## src/rtl/cpu_pkg.sv

```systemverilog
// Shared definitions for the RISC CPU control path: opcode values,
// the 8-phase state encoding and the opcode width.
package cpu_pkg;

    localparam int OPCODE_W = 3;

    localparam logic [2:0] OP_HLT = 3'd0;
    localparam logic [2:0] OP_SKZ = 3'd1;
    localparam logic [2:0] OP_ADD = 3'd2;
    localparam logic [2:0] OP_AND = 3'd3;
    localparam logic [2:0] OP_XOR = 3'd4;
    localparam logic [2:0] OP_LDA = 3'd5;
    localparam logic [2:0] OP_STO = 3'd6;
    localparam logic [2:0] OP_JMP = 3'd7;

    typedef enum logic [2:0] {
        S0 = 3'd0, S1 = 3'd1, S2 = 3'd2, S3 = 3'd3,
        S4 = 3'd4, S5 = 3'd5, S6 = 3'd6, S7 = 3'd7
    } state_e;

    // Every datapath strobe the controller owns, grouped so the output
    // decode can clear them all with a single default.
    typedef struct packed {
        logic load_ir;
        logic rd;
        logic wr;
        logic inc_pc;
        logic load_pc;
        logic load_acc;
        logic datactl_ena;
        logic halt;
    } mc_out_t;

endpackage

```

## src/rtl/mc_opcode_decode.sv

```systemverilog
// Opcode to one-hot class flags. LDA is grouped with the ALU ops because
// it shares their operand-read / accumulator-load timing.
module mc_opcode_decode
    import cpu_pkg::*;
#(
    parameter int OPCODE_W = 3
) (
    input  logic [OPCODE_W-1:0] opcode_i,
    output logic                is_hlt_o,
    output logic                is_skz_o,
    output logic                is_alu_o,
    output logic                is_sto_o,
    output logic                is_jmp_o
);

    // Pure decode of the instruction class
    always_comb begin
        is_hlt_o = (opcode_i == OP_HLT);
        is_skz_o = (opcode_i == OP_SKZ);
        is_alu_o = (opcode_i == OP_ADD) || (opcode_i == OP_AND) ||
                   (opcode_i == OP_XOR) || (opcode_i == OP_LDA);
        is_sto_o = (opcode_i == OP_STO);
        is_jmp_o = (opcode_i == OP_JMP);
    end

endmodule

```

## src/rtl/machine_controller.sv

```systemverilog
// Fetch/execute sequencer: an 8-phase cycle (two fetch phases, one idle,
// five execute phases) plus a sticky halted flag.
// Optional feature macro: MC_HALT_RESUME_EN adds a `resume` input that
// releases the halted state without a reset.
module machine_controller #(
    parameter int OPCODE_W = 3
) (
    input  logic                clk,
    input  logic                rst,
    input  logic                ena,
    input  logic [OPCODE_W-1:0] opcode,
    input  logic                zero,
`ifdef MC_HALT_RESUME_EN
    input  logic                resume,
`endif
    output logic                load_ir,
    output logic                rd,
    output logic                wr,
    output logic                inc_pc,
    output logic                load_pc,
    output logic                load_acc,
    output logic                datactl_ena,
    output logic                halt
);
    import cpu_pkg::*;

    // The ISA fixes the opcode field; any other width is a build error.
    if (OPCODE_W != cpu_pkg::OPCODE_W) begin : g_bad_opcode_w
        $error("machine_controller: OPCODE_W must be 3");
    end

    state_e  state_q, state_d;
    logic    halted_q, halted_d;
    mc_out_t out;

    logic is_hlt, is_skz, is_alu, is_sto, is_jmp;

    mc_opcode_decode #(.OPCODE_W(OPCODE_W)) u_dec (
        .opcode_i (opcode),
        .is_hlt_o (is_hlt),
        .is_skz_o (is_skz),
        .is_alu_o (is_alu),
        .is_sto_o (is_sto),
        .is_jmp_o (is_jmp)
    );

    // State register and sticky halt flag
    always_ff @(posedge clk) begin
        if (rst) begin
            state_q  <= S0;
            halted_q <= 1'b0;
        end else begin
            state_q  <= state_d;
            halted_q <= halted_d;
        end
    end

    // Next state: halted parks at S0, ena low restarts the fetch, HLT in S3
    // jumps straight to the parked S0, otherwise walk the ring S0..S7.
    always_comb begin
        state_d  = state_q;
        halted_d = halted_q;
        if (halted_q) begin
            state_d = S0;
`ifdef MC_HALT_RESUME_EN
            if (resume) halted_d = 1'b0;
`endif
        end else if (!ena) begin
            state_d = S0;
        end else if (state_q == S3 && is_hlt) begin
            state_d  = S0;
            halted_d = 1'b1;
        end else begin
            state_d = state_e'(state_q + 3'd1);
        end
    end

    // Strobe decode; rst and ena-low both blank every strobe for the cycle
    always_comb begin
        out = '0;
        if (!rst) begin
            if (halted_q) begin
                out.halt = 1'b1;
            end else if (ena) begin
                case (state_q)
                    S0, S1: begin
                        out.load_ir = 1'b1;
                        out.rd      = 1'b1;
                        out.inc_pc  = 1'b1;
                    end
                    S3: out.halt = is_hlt;
                    S4: begin
                        out.rd          = is_alu;
                        out.load_pc     = is_jmp;
                        out.datactl_ena = is_sto;
                    end
                    S5: begin
                        out.rd          = is_alu;
                        out.load_acc    = is_alu;
                        out.inc_pc      = is_skz & zero;
                        out.load_pc     = is_jmp;
                        out.datactl_ena = is_sto;
                        out.wr          = is_sto;
                    end
                    S6: out.datactl_ena = is_sto;
                    S7: out.inc_pc      = is_skz & zero;
                    default: ;
                endcase
            end
        end
    end

    assign load_ir     = out.load_ir;
    assign rd          = out.rd;
    assign wr          = out.wr;
    assign inc_pc      = out.inc_pc;
    assign load_pc     = out.load_pc;
    assign load_acc    = out.load_acc;
    assign datactl_ena = out.datactl_ena;
    assign halt        = out.halt;

endmodule

```

## config.mk

```make
export PLATFORM = sky130hd
export DESIGN_NAME = machine_controller
export DESIGN_NICKNAME = d
export VERILOG_FILES = /design/src/rtl/cpu_pkg.sv /design/src/rtl/mc_opcode_decode.sv /design/src/rtl/machine_controller.sv
export SDC_FILE = /design/constraint.sdc
export NUM_CORES = 1
export LEC_CHECK = 0
export ABC_AREA = 1
export CORE_AREA = 2 2 39 41
export DETAILED_ROUTE_END_ITERATION = 6
export DIE_AREA = 0 0 41 43
export HOLD_SLACK_MARGIN = 0.05
export REMOVE_ABC_BUFFERS = 1
export SYNTH_ARGS = -nofsm -noshare
export SYNTH_HDL_FRONTEND = slang
export SYNTH_SLANG_ARGS = --single-unit
export TNS_END_PERCENT = 100
```

## constraint.sdc

```tcl
create_clock -name clk -period 1.9 [get_ports clk]
set_input_delay 0.19 -clock clk [delete_from_list [all_inputs] [get_ports clk]]
set_output_delay 0.19 -clock clk [all_outputs]
set_load 0.02 [all_outputs]
```

# --- Word level (Yosys, flattened, before mapping) ---
# Index checks and enable logic that the tools add are counted.
word_totals:
  ff_bits: 4
  output_inout_bits: 8
  ram_bits: 0
  word_cells: 44
  in_bits: 7
  mem_bits_ro: 0
  mem_count: 0
  latch_bits: 0
classes:
  add_sub_neg: 1
  n_bitwise: 2
  n_eq_ne: 13
  reduce_logical: 11
  n_lt_le_gt_ge: 0
  shifts: 0
  multipliers: 0
  div_mod_pow: 0
  muxes: 15
op_table:
  columns: ["operator", "n"]
  rows:
  - ["$eq 3x3->1 const B", 8]
  - ["$mux 8", 2]
  - ["$mux 1", 10]
  - ["$eq 3x2->1 const B", 3]
  - ["$mux 7", 1]
  - ["$eq 3x1->1 const B", 2]
  - ["$logic_not 3->1", 2]
  - ["$reduce_or 2->1", 3]
  - ["$pmux 1 s2", 2]
  - ["$reduce_or 4->1", 1]
  - ["$add 3x1->3 const B", 1]
  - ["$logic_or 1x1->1", 3]
  - ["$reduce_or 3->1", 1]
  - ["$and 1x1->1", 1]
  - ["$logic_and 1x1->1", 1]
  - ["$not 1->1", 1]

# --- Depth between registers and ports, before layout ---
logic_depth:
  ltp_word: 8
  ltp_mapped: 7

# --- Modules after synthesis ---
# Synthesis repeated with hierarchy kept, for this count alone.
unflattened:
  cells_unflattened: 63
  area_unflattened_um2: 384.1
modules_own_cells:
  columns: ["mod", "area_each_um2", "cells_per_inst", "seq_area_each_um2", "instances"]
  rows:
  - ["machine_controller", 339.1, 51, 80.1, 1]
  - ["mc_opcode_decode", 45.0, 12, 0.0, 1]

# --- Worst setup path before layout ---
# No wires, ideal clock.
synth_timing:
  path_type: "reg2out"
  startpoint: "register state_q[0]"
  endpoint: "output port halt"
  required_ns: 1.710
  stages_incl_launch_ff: 5
  slack_ns: 0.507
  arrival_time_ns: 1.203
  cell_sequence: "dfxtp_1 -> ha_1 -> ha_1 -> nand4_1 -> a21oi_1"
synth_between:
  elab_chain_cells: 5
synth_lines:
  columns: ["element", "line", "text"]
  rows:
  - ["start: declaration", "machine_controller.sv:32", "state_e state_q, state_d;"]
  - ["start signal: assignment", "machine_controller.sv:53", "state_q <= state_d;"]
  - ["$eq 3x2->1", "machine_controller.sv:85", "case (state_q)"]
  - ["$mux 1", "machine_controller.sv:85", null]
  - ["$mux 8", "machine_controller.sv:84", "end else if (ena) begin"]
  - ["$mux 1", "machine_controller.sv:82", "if (halted_q) begin"]
  - ["$mux 8", "machine_controller.sv:81", "if (!rst) begin"]
  - ["end: declaration", "machine_controller.sv:23", "output logic halt"]
# No other way between the ends.

# --- Worst setup path after layout ---
layout_timing:
  startpoint: "register state_q[0]"
  endpoint: "output port inc_pc"
layout_between:
  elab_chain_cells: 6
  elab_cells_between_ends: 10
  cone_classes: "eq/ne: 3; mux: 4; reduce/logical: 3"
layout_lines:
  columns: ["element", "line", "text"]
  rows:
  - ["$eq 3x3->1 (tied with other cells)", "machine_controller.sv:85", null]
  - ["$reduce_or 2->1 (on tied branches)", null, null]
  - ["$pmux 1 s2 *", "machine_controller.sv:85", null]
  - ["$mux 8 *", "machine_controller.sv:84", null]
  - ["$mux 7 *", "machine_controller.sv:82", null]
  - ["$mux 8 *", "machine_controller.sv:81", null]
  - ["end: declaration", "machine_controller.sv:19", "output logic inc_pc,"]
# Mark *: on every way between the ends. The rest lies on a longest branch, timed or not.

==> results.md <==
- Compound-Gate Fraction of Synth Area: 0.0600
- Clock Latency Late Sink: 0.23 ns
- Worst endpoint required time: 1.71 ns
- Post-Place Cells: 83
- Clock sinks: 4
- Syn_area_per_cell: 7.22 um2
- Core area: 1380 um2
- First DRT Iteration DRCs: 0
- Setup violators final: 0
- ANT cells: 0
- Reg power frac: 0.358
- FF+latch count, synth: 4
- Synth warnings: 0
- FP Rows: 14
- # port buffers: 14
- Synth Area in Adders: 0.167
- Number of top-level pins: 15
- First-pass detailed-route iteration total: 1
- Synth Area in XOR/XNOR: 0.0233
- RD Place Congestion: 0.716
- Synth cell count leaders: 11 x nand2_1, 6 x inv_1, 5 x ha_1, 5 x nor2_1, 4 x dfxtp_1
- GRT Overall Usage: 0.107
- Die area: 1760 um2
- MaxCap Viol Count: 0
- Element type at the critical path end: output port
- DRC viols: 0
- Largest net degree at the start of global routing: 9
- Multiplexer share of the synthesized area: 0
- Avg Vias per Cell: 4.10
- Global-route wire length before repair: 1210 um
- CTS tree: built
- Relative slew slack: 0.793
- Lkg Pwr: 0.267 nW
- Die Height: 43 um
- Skew final: 0.000351 ns
- Most used DFF post-synth: dfxtp_1
- Crit path time final: 1.80 ns
- Die Wd: 41 um
- Largest family of logic cells by synthesized area: simple AND/OR/NAND/NOR gates
- Hold/Removal Path Class: flop to flop
- Worst VDD drop: 0.259 mV
- Number of synthesized flops with an enable pin: 0
- Cell Area, Synth: 375 um2
- Cell Pwr Density: 451 nW/um2
- Fin. max-slew vios: 0
- Htree depth: 1
- Remaining antenna violation count after routing: 0
- Hold WS: 0.461 ns
- Initial antenna violation count: 0
- Simple-gate area share of the yosys netlist: 0.437
- Layout cell share with drive strength beyond 1: 0.229
- Comb pwr share: 0.242
- Highest routed layer: met3
- WL met1: 361 um
- Clock Tree Buf Depth: 2
- Metal2 WL: 319 um
- Share of the synthesized area in the top cell type: 0.213
- Clock Power Share: 0.400
- WL/cell: 8.51 um
- Total wire length: 732 um
- Worst Setup Start Kind: flop
- Total gr overflow: 0
- Clock root cell: clkbuf_4
- Worst-path maximum fanout: 4
- Met3 routed WL: 51 um
- Initial core utilization: 0.271
- Final non-filler cell total: 86
- Syn-to-layout area delta: 47.7%
- Final hold vios: 0
- Vias in the first global route: 304
- Post-CTS Hold Fix Bufs: 0
- Syn Inst Count: 52
- Register area share after synthesis: 0.213
- RSZ-0062 raised after global routing: no
- Async SR Flop Fraction: 0
- Arr. time, crit path: 1.61 ns
- Final net count: 84
- Num CTS Buffers: 3
- Pint: 0.186 mW
- Synth area leader: dfxtp_1
- Clk pin slew, worst setup/hold paths: 0.03 ns
- Routed vias: 353
- Post-route clock period utilization: 0.949
- FMAX: 554 MHz
- Largest cells by area after synthesis: dfxtp_1 21%, ha_1 17%, nand2_1 11%
- Total net switching power: 0.0641 mW
- Critical path type: flop to output port
- Synth cell types: 18
- Worst-Margin Slew: 0.311 ns
- Switching share of power: 0.257
- Most frequent cell after synthesis: nand2_1
- Status: finished clean
-- worst max-delay path: stages (launching register included) --
cell and delay [ns]:
dfxtp_2 0.34, inv_1 0.06, ha_1 0.18, or2_1 0.27, nand2_1 0.07, nand2_1 0.05, nand2_1 0.07, nor2_2 0.03
dlygate4sd2_1 0.31
-- layout make-up --
cell class	count	area, um2
clock buffers	3	22.5
fillers	152	830
inverters	7	26.3
multi-input cells	40	258
flip-flops and latches	4	82.6
well taps	16	20.0
repair buffers	16	145
-- metal layers --
| layer | track usage | vias to the layer above |
|---|---|---|
| li1 | - | 201 |
| met1 | 0.141 | 142 |
| met2 | 0.128 | 10 |
| met3 | 0.0366 | 0 |
| met4 | 0.100 | 0 |
| met5 | 0 | - |
-- state kept, by name, summed over array words and instances, names as in the netlist --
| register | flops |
|---|---|
| halted_q | 1 |
| state_q | 3 |
-- power by group through the flow --
stage / clock network [mW] / logic (mW) / registers [mW]
floorplan: 0 / 0.0314 / 0.0906
global placement: 0 / 0.0635 / 0.0903
detailed placement: 0 / 0.0640 / 0.0902
CTS: 0.108 / 0.0612 / 0.0890
global route: 0.108 / 0.0682 / 0.0896
finish: 0.0999 / 0.0605 / 0.0894
-- worst paths after layout --
kind              start         end  slack, ns  cells after the start
min reg2reg    halted_q    halted_q       0.46                      2
max reg2reg  state_q[2]  state_q[0]       0.75                      5
max          state_q[0]      inc_pc        0.1                      8
min            halted_q    halted_q       0.46                      2
-- layout by cell type, fill, tap and decap left out --
cell type / instances
nand2_1: 11
dlygate4sd2_1: 8
inv_1: 6
clkdlybuf4s50_1: 6
nor2_1: 5
ha_1: 5
nand3_1: 3
nor3_2: 3
nor2_2: 3
a21oi_1: 3
clkbuf_4: 3
dfxtp_1: 2
buf_4: 2
dfxtp_2: 2
inv_2: 1
nor2_4: 1
or2_1: 1
xnor2_1: 1
nor3_1: 1
nand4_1: 1
nand2_4: 1
o21a_1: 1
-- timing repair --
action,CTS,global route
pin swaps,0,0
hold endpoints to repair,0,0
setup endpoints to repair,8,2
buffers inserted,0,0
resized for setup,8,2
-- cells by family (layout without fill, tap and decap cells) --
| kind of cell | count (synthesis) | in the layout |
|---|---|---|
| and+or+nand+nor | 30 | 30 |
| adders and majority gates | 5 | 5 |
| DFF | 4 | 4 |
| xor gates and xnor gates | 1 | 1 |
| AOI/OAI and AO/OA | 4 | 4 |
| buffers and inverters | 8 | 26 |
-- per-stage QoR --
stage / instance area [um2] / TNS, ns / setup WS, ns / utilization / total power [mW]
CTS: 552 / 0 / 0.0247 / 0.399 / 0.258
global route: 554 / 0 / 0.00744 / 0.401 / 0.266
global placement: 539 / -0.0487 / -0.0210 / 0.390 / 0.154
finish: 554 / 0 / 0.0963 / 0.401 / 0.250
floorplan: 364 / 0 / 0.507 / - / 0.122
detailed placement: 539 / -0.104 / -0.0300 / 0.390 / 0.154
Note: power is estimated with default switching activity, not from simulation.
==> edit 1: new RTL, config.mk and constraints unchanged <==
Add a define of `MC_HALT_RESUME_EN`.
--- a/src/rtl/machine_controller.sv
+++ b/src/rtl/machine_controller.sv
@@ -2,6 +2,8 @@
 // five execute phases) plus a sticky halted flag.
 // Optional feature macro: MC_HALT_RESUME_EN adds a `resume` input that
 // releases the halted state without a reset.
+`define MC_HALT_RESUME_EN
+
 module machine_controller #(
     parameter int OPCODE_W = 3
 ) (
Interface: changed (added resume); port bits go from 15 to 16. No check against the original RTL was run, so the function may have changed too.
==> edit 1 against the unedited design <==
- utilization increased by 4.4 points
- fmax rose by 0.15%
- via count increased by 10%
- combinational power increased by 19%
- routed wire length rose by 8.6%
- sequential share of layout area is 1.9 points lower
- count of clock-buffer cells in the layout stayed put
- largest power group unchanged
- sequential cell count unchanged
- critical path type unchanged
- setup slack better by 2.7 ps
- synthesized area rose by 9.0%
- power increased by 4.3%
- final area is 11% higher
==> edit 1: results (changes against the unedited design) <==
| Group | Result | Reported | vs unedited |
|:---|:---|:---|:---|
| setup path | Slowest stage cell on the critical path | sky130_fd_sc_hd__dfxtp_1 |  |
| layout | Ratio of cells with drive above 1 in the final layout | 0.308 | +0.0791 |
| cts | CTS H-tree depth | 1 | unchanged |
| grt | Met1 track demand over resource in global routing | 0.142 | +0.000456 |
| setup path | End of the worst register-to-register path | state_q[0] |  |
| layout | Fill cells | 154 | +1.3% |
| grt | Met3 layer usage reported by global route | 0.0157 | -0.0209 |
| routing | Total iterations of the first detailed-routing run | 1 | unchanged |
| setup path | Critical register-to-register path startpoint | state_q[1] |  |
| yosys | Post-synthesis sequential area ratio | 0.196 | -0.0176 |
| setup path | Critical path capture point | datactl_ena |  |
| setup path | Top fanout value on the critical path | 4 | unchanged |
| grt | Vias in the first global route | 356 | +17% |
| setup path | Flop2flop setup slack | 700 ps | -50 ps |
| yosys | Synth top cells by count | sky130_fd_sc_hd__nand2_1 (11), sky130_fd_sc_hd__inv_1 (6), sky130_fd_sc_hd__nor2_1 (6), sky130_fd_sc_hd__ha_1 (5) |  |
| grt | First-pass GRT wire length | 1.30 mm | +7.5% |
| routing | Post-detailed-route via-to-cell ratio | 4.15 | +1.1% |
| place | Placer congestion estimate | 0.669 | -6.6% |
| setup path | Depth of the worst register-to-register path | 7 | +2 |
| timing | Layout Skew | 2.65 ps | +2.30 ps |
| cts | Post-CTS Repair Setup Buffers | 0 | unchanged |
| outcome | Status | completed |  |
| grt | Global-route usage over all layers | 0.108 | +0.000108 |
| cts | Root Buffer Master | sky130_fd_sc_hd__clkbuf_4 |  |
| power | Worst IR Drop VDD | 0.256 mV | -1.4% |
| grt | Pin count of the biggest net entering global routing | 8 | -1 |
| routing | Wirelength per Cell | 8.46 um | -0.64% |
| layout | Net total in the final layout | 93 | +11% |
| setup path | Family of cells with the greatest summed delay on the critical path | buffers and inverters |  |
| worst hold path | Worst min path class | flop to flop |  |
| power | Leak | 0.293 nW | +9.5% |
| grt | Met2 layer usage reported by global route | 0.150 | +0.0219 |
| setup path | Critical path launch point | state_q[0] |  |
| grt | Number of antenna violations at the first check in global routing | 0 | unchanged |
| yosys | Count of synthesis-stage warnings from yosys | 0 | unchanged |
| worst hold path | Hold Crit Depth | 1 | -1 |
| yosys | Top post-synthesis cells by area | sky130_fd_sc_hd__dfxtp_1 (20%), sky130_fd_sc_hd__ha_1 (15%), sky130_fd_sc_hd__nand2_1 (10%) |  |
| setup path | Slowest cell delay on critical path | 320 ps | -20 ps |
| timing | Actual slew at the worst max-slew pin | 235 ps | -75.9 ps |
| place | Count of buffers inserted at the top-level ports | 15 | +1 |
==> edit 1: cell types whose count changed in the layout (fill, tap and decap cells not counted), moves of 2 or more <==
cell / delta
sky130_fd_sc_hd__dfxtp_2: -2
sky130_fd_sc_hd__dfxtp_1: +2
sky130_fd_sc_hd__buf_4: +3
sky130_fd_sc_hd__clkbuf_2: +2
sky130_fd_sc_hd__dlygate4sd2_1: -2
==> edit 1: kinds of logic (layout without fill, tap and decap cells) <==
| family | Yosys count | in the layout | share of synthesized area |
|---|---|---|---|
| xor gates and xnor gates | 1 | 1 | 0.0214 |
| and+or+nand+nor | 33 | 33 | 0.474 |
| buffers and inverters | 9 | 31 | 0.101 |
| DFF | 4 | 4 | 0.196 |
| AOI/OAI and AO/OA | 4 | 4 | 0.0550 |
| adders and majority gates | 5 | 5 | 0.153 |
==> edit 1: layout make-up <==
class / count / area [sq um] / share of cell area
inverters: 8 / 30.0 / 0.0488
well taps: 16 / 20.0 / 0.0325
flip-flops and latches: 4 / 80.1 / 0.130
clock buffers: 3 / 22.5 / 0.0366
repair buffers: 20 / 170 / 0.276
multi-input cells: 43 / 293 / 0.476
==> edit 1: how the worst min path moves through the flow <==
stage          slack (ps)         end        from
2_1_floorplan         260    halted_q         rst
3_3_place_gp          450  state_q[0]  state_q[0]
3_5_place_dp          460  state_q[0]  state_q[0]
4_1_cts               470  state_q[0]  state_q[0]
5_1_grt               490  state_q[0]  state_q[0]
6_report              460  state_q[0]  state_q[0]
==> edit 1: layer usage <==
layer | wire [um] | vias to the layer above
met1 | 370 | 158
li1 | - | 220
met4 | 0 | 0
met2 | 362 | 12
met3 | 62 | 0
met5 | 0 | -
==> edit 1: stage by stage <==
stage / setup slack (ps) / power, W / utilization / std cells / cell area [sq um]
after floorplan: 405 / 0.000124 / - / 55 / 398
after global placement: -17.5 / 0.000163 / 0.438 / 91 / 606
final: 99.0 / 0.000261 / 0.445 / 94 / 616
after detailed placement: -20.6 / 0.000163 / 0.438 / 91 / 606
after global routing: 0.0521 / 0.000281 / 0.445 / 94 / 616
after CTS: 1.86 / 0.000266 / 0.447 / 94 / 618
==> edit 1: worst reg2reg max path, cell delays in order (launching register included) <==
cell	delay [ps]
sky130_fd_sc_hd__dfxtp_1	370
sky130_fd_sc_hd__ha_1	170
sky130_fd_sc_hd__ha_1	130
sky130_fd_sc_hd__inv_1	40
sky130_fd_sc_hd__nor2_1	140
sky130_fd_sc_hd__nand2_1	70
sky130_fd_sc_hd__nand2_1	120
sky130_fd_sc_hd__nor2_1	50
==> edit 1: report_power, final <==
part	switching, W	total [W]	internal [W]
clock	0.0000298	0.000100	0.0000703
sequential	0.00000203	0.0000887	0.0000867
combinational	0.0000367	0.0000718	0.0000351
total	0.0000685	0.000261	0.000192
==> edit 2: new RTL, same settings <==
Made on the original files. Make the reset (`rst`) asynchronous in one clocked block.
--- a/src/rtl/machine_controller.sv
+++ b/src/rtl/machine_controller.sv
@@ -45,7 +45,7 @@
     );
 
     // State register and sticky halt flag
-    always_ff @(posedge clk) begin
+    always_ff @(posedge clk or posedge rst) begin
         if (rst) begin
             state_q  <= S0;
             halted_q <= 1'b0;
Formal check against the unedited RTL: no difference found for any inputs over 10 cycles, from zero or initial values and one cycle with rst high; that may be too few to reach the edited logic, so the function may still have changed.
==> edit 2 against the unedited design <==
- routed wire length grew 10%
- power is 11% lower
- global-route usage increased by 1.4 points
- die area is the same
- utilization grew 4.0 points
- critical path depth down 1
- non-clock buffer count rose by 3
- setup slack better by 70 ps
- sequential share of layout area is 1.5 points higher
- synthesized area grew 4.3%
- sequential cell count unchanged
- final area increased by 9.9%
==> edit 2: results (changes against the unedited design) <==
| Group | Result | Reported | vs unedited |
|:---|:---|:---|:---|
| yosys | Top post-synthesis cells by area | sky130_fd_sc_hd__dfrtp_1 (26%), sky130_fd_sc_hd__ha_1 (19%), sky130_fd_sc_hd__inv_1 (12%) |  |
| power | Total net switching power | 0.0000490 W | -24% |
| layout | Net total in the final layout | 97 | +15% |
| yosys | Synth top cells by count | sky130_fd_sc_hd__inv_1 (13), sky130_fd_sc_hd__nand2_1 (13), sky130_fd_sc_hd__nor2_1 (11), sky130_fd_sc_hd__ha_1 (6), sky130_fd_sc_hd__nand3_1 (6) |  |
| yosys | Post-synthesis sequential area ratio | 0.256 | +0.0423 |
| routing | Total routed wirelength | 806 um | +10% |
| timing | Layout Skew | 4.92 ps | +4.57 ps |
| yosys | Synth cell types | 11 | -7 |
| yosys | XOR/XNOR Fraction of Synth Area | 0 | -0.0233 |
| layout | Share of final layout cell area taken by non-clock buffers | 0.287 | +0.0256 |
| setup path | Flop2flop setup slack | 700 ps | -50 ps |
| grt | First-pass GRT wire length | 1.40 mm | +16% |
| setup path | End of the worst register-to-register path | state_q[0] |  |
| layout | Fraction of standard cell area that is sequential | 0.164 | +0.0153 |
| layout | Repair and plain buffers | 19 | +3 |
| layout | Multi-input logic area | 239 sq um | -7.3% |
| yosys | Fraction of the mapped netlist area in adder cells | 0.192 | +0.0250 |
| setup path | Critical Path AT | 1540 ps | -70 ps |
| layout | Ratio of cells with drive above 1 in the final layout | 0.183 | -0.0456 |
| timing | Max_slew headroom | 0.847 | +0.0540 |
| setup path | Slowest stage cell on the critical path | sky130_fd_sc_hd__dfrtp_1 |  |
| grt | Pin count of the biggest net entering global routing | 6 | -3 |
| layout | Comb_multi_in | 42 | +5.0% |
| place | Placement Setup Slack | -13.4 ps | +16.6 ps |
| routing | Iter 0 DRT Violations | 2 | +2 |
| setup path | Family of cells with the greatest summed delay on the critical path | buffers and inverters |  |
| yosys | Post-synth top flop | sky130_fd_sc_hd__dfrtp_1 |  |
| layout | Inverters | 14 | +7 |
| power | Worst IR Drop VDD | 0.273 mV | +5.5% |
| place | Placer congestion estimate | 0.687 | -4.0% |
| grt | Vias in the first global route | 387 | +27% |
| worst hold path | Worst min path class | input pin to asynchronous set/reset pin |  |
| layout | Fill cells | 150 | -1.3% |
| yosys | Post-synthesis async set-or-reset flop share | 1.00 | +1.00 |
| outcome | Status | completed |  |
| routing | DR vias | 408 | +16% |
| routing | Total iterations of the first detailed-routing run | 3 | +2 |
## edit 2: stage by stage
stage | setup TNS, ps | hold WS, ps | util | cells | area (sq um)
finish | 0 | 363 | 0.440 | 98 | 609
global route | 0 | 375 | 0.440 | 98 | 609
CTS | 0 | 353 | 0.438 | 98 | 606
detailed placement | -13.4 | 473 | 0.426 | 95 | 589
global placement | 0 | 467 | 0.426 | 95 | 589
floorplan | 0 | -43.9 | - | 60 | 392
## edit 2: worst max-delay path by stage
stage	cells past startpoint	start	end	slack, ps
after global routing	7	state_q[1]	wr	20
after CTS	6	halted_q	rd	10
after floorplan	6	state_q[0]	halt	460
after global placement	7	state_q[1]	halt	20
after detailed placement	7	state_q[1]	halt	-10
final	7	state_q[1]	wr	170
## edit 2: layer usage
metal	vias up	GRT usage	wire, um	share of wire
li1	222	-	-	-
met1	177	0.124	344	0.43
met2	9	0.191	436	0.54
met3	0	0.0314	25	0.031
met4	0	0.100	0	0
met5	-	0	0	0
## edit 2: kinds of logic after synthesis
kind of cell / count (synthesis)
flip-flops: 4
buffers and inverters: 14
adder cells (fa/ha/maj): 6
AND/OR/NAND/NOR: 34
AO/OA/AOI/OAI: 2
## edit 2: power groups by stage
stage | Clock [W] | Combinational, W | Sequential [W]
6_report | 0.000105 | 0.0000323 | 0.0000857
3_5_place_dp | 0 | 0.0000337 | 0.0000867
4_1_cts | 0.000112 | 0.0000330 | 0.0000856
2_1_floorplan | 0 | 0.00000962 | 0.0000867
5_1_grt | 0.000121 | 0.0000357 | 0.0000856
3_3_place_gp | 0 | 0.0000335 | 0.0000867
## edit 2: repair_timing
action,in CTS,in global routing
gates resized for setup,5,5
hold buffers,0,0
setup endpoints to repair,5,4
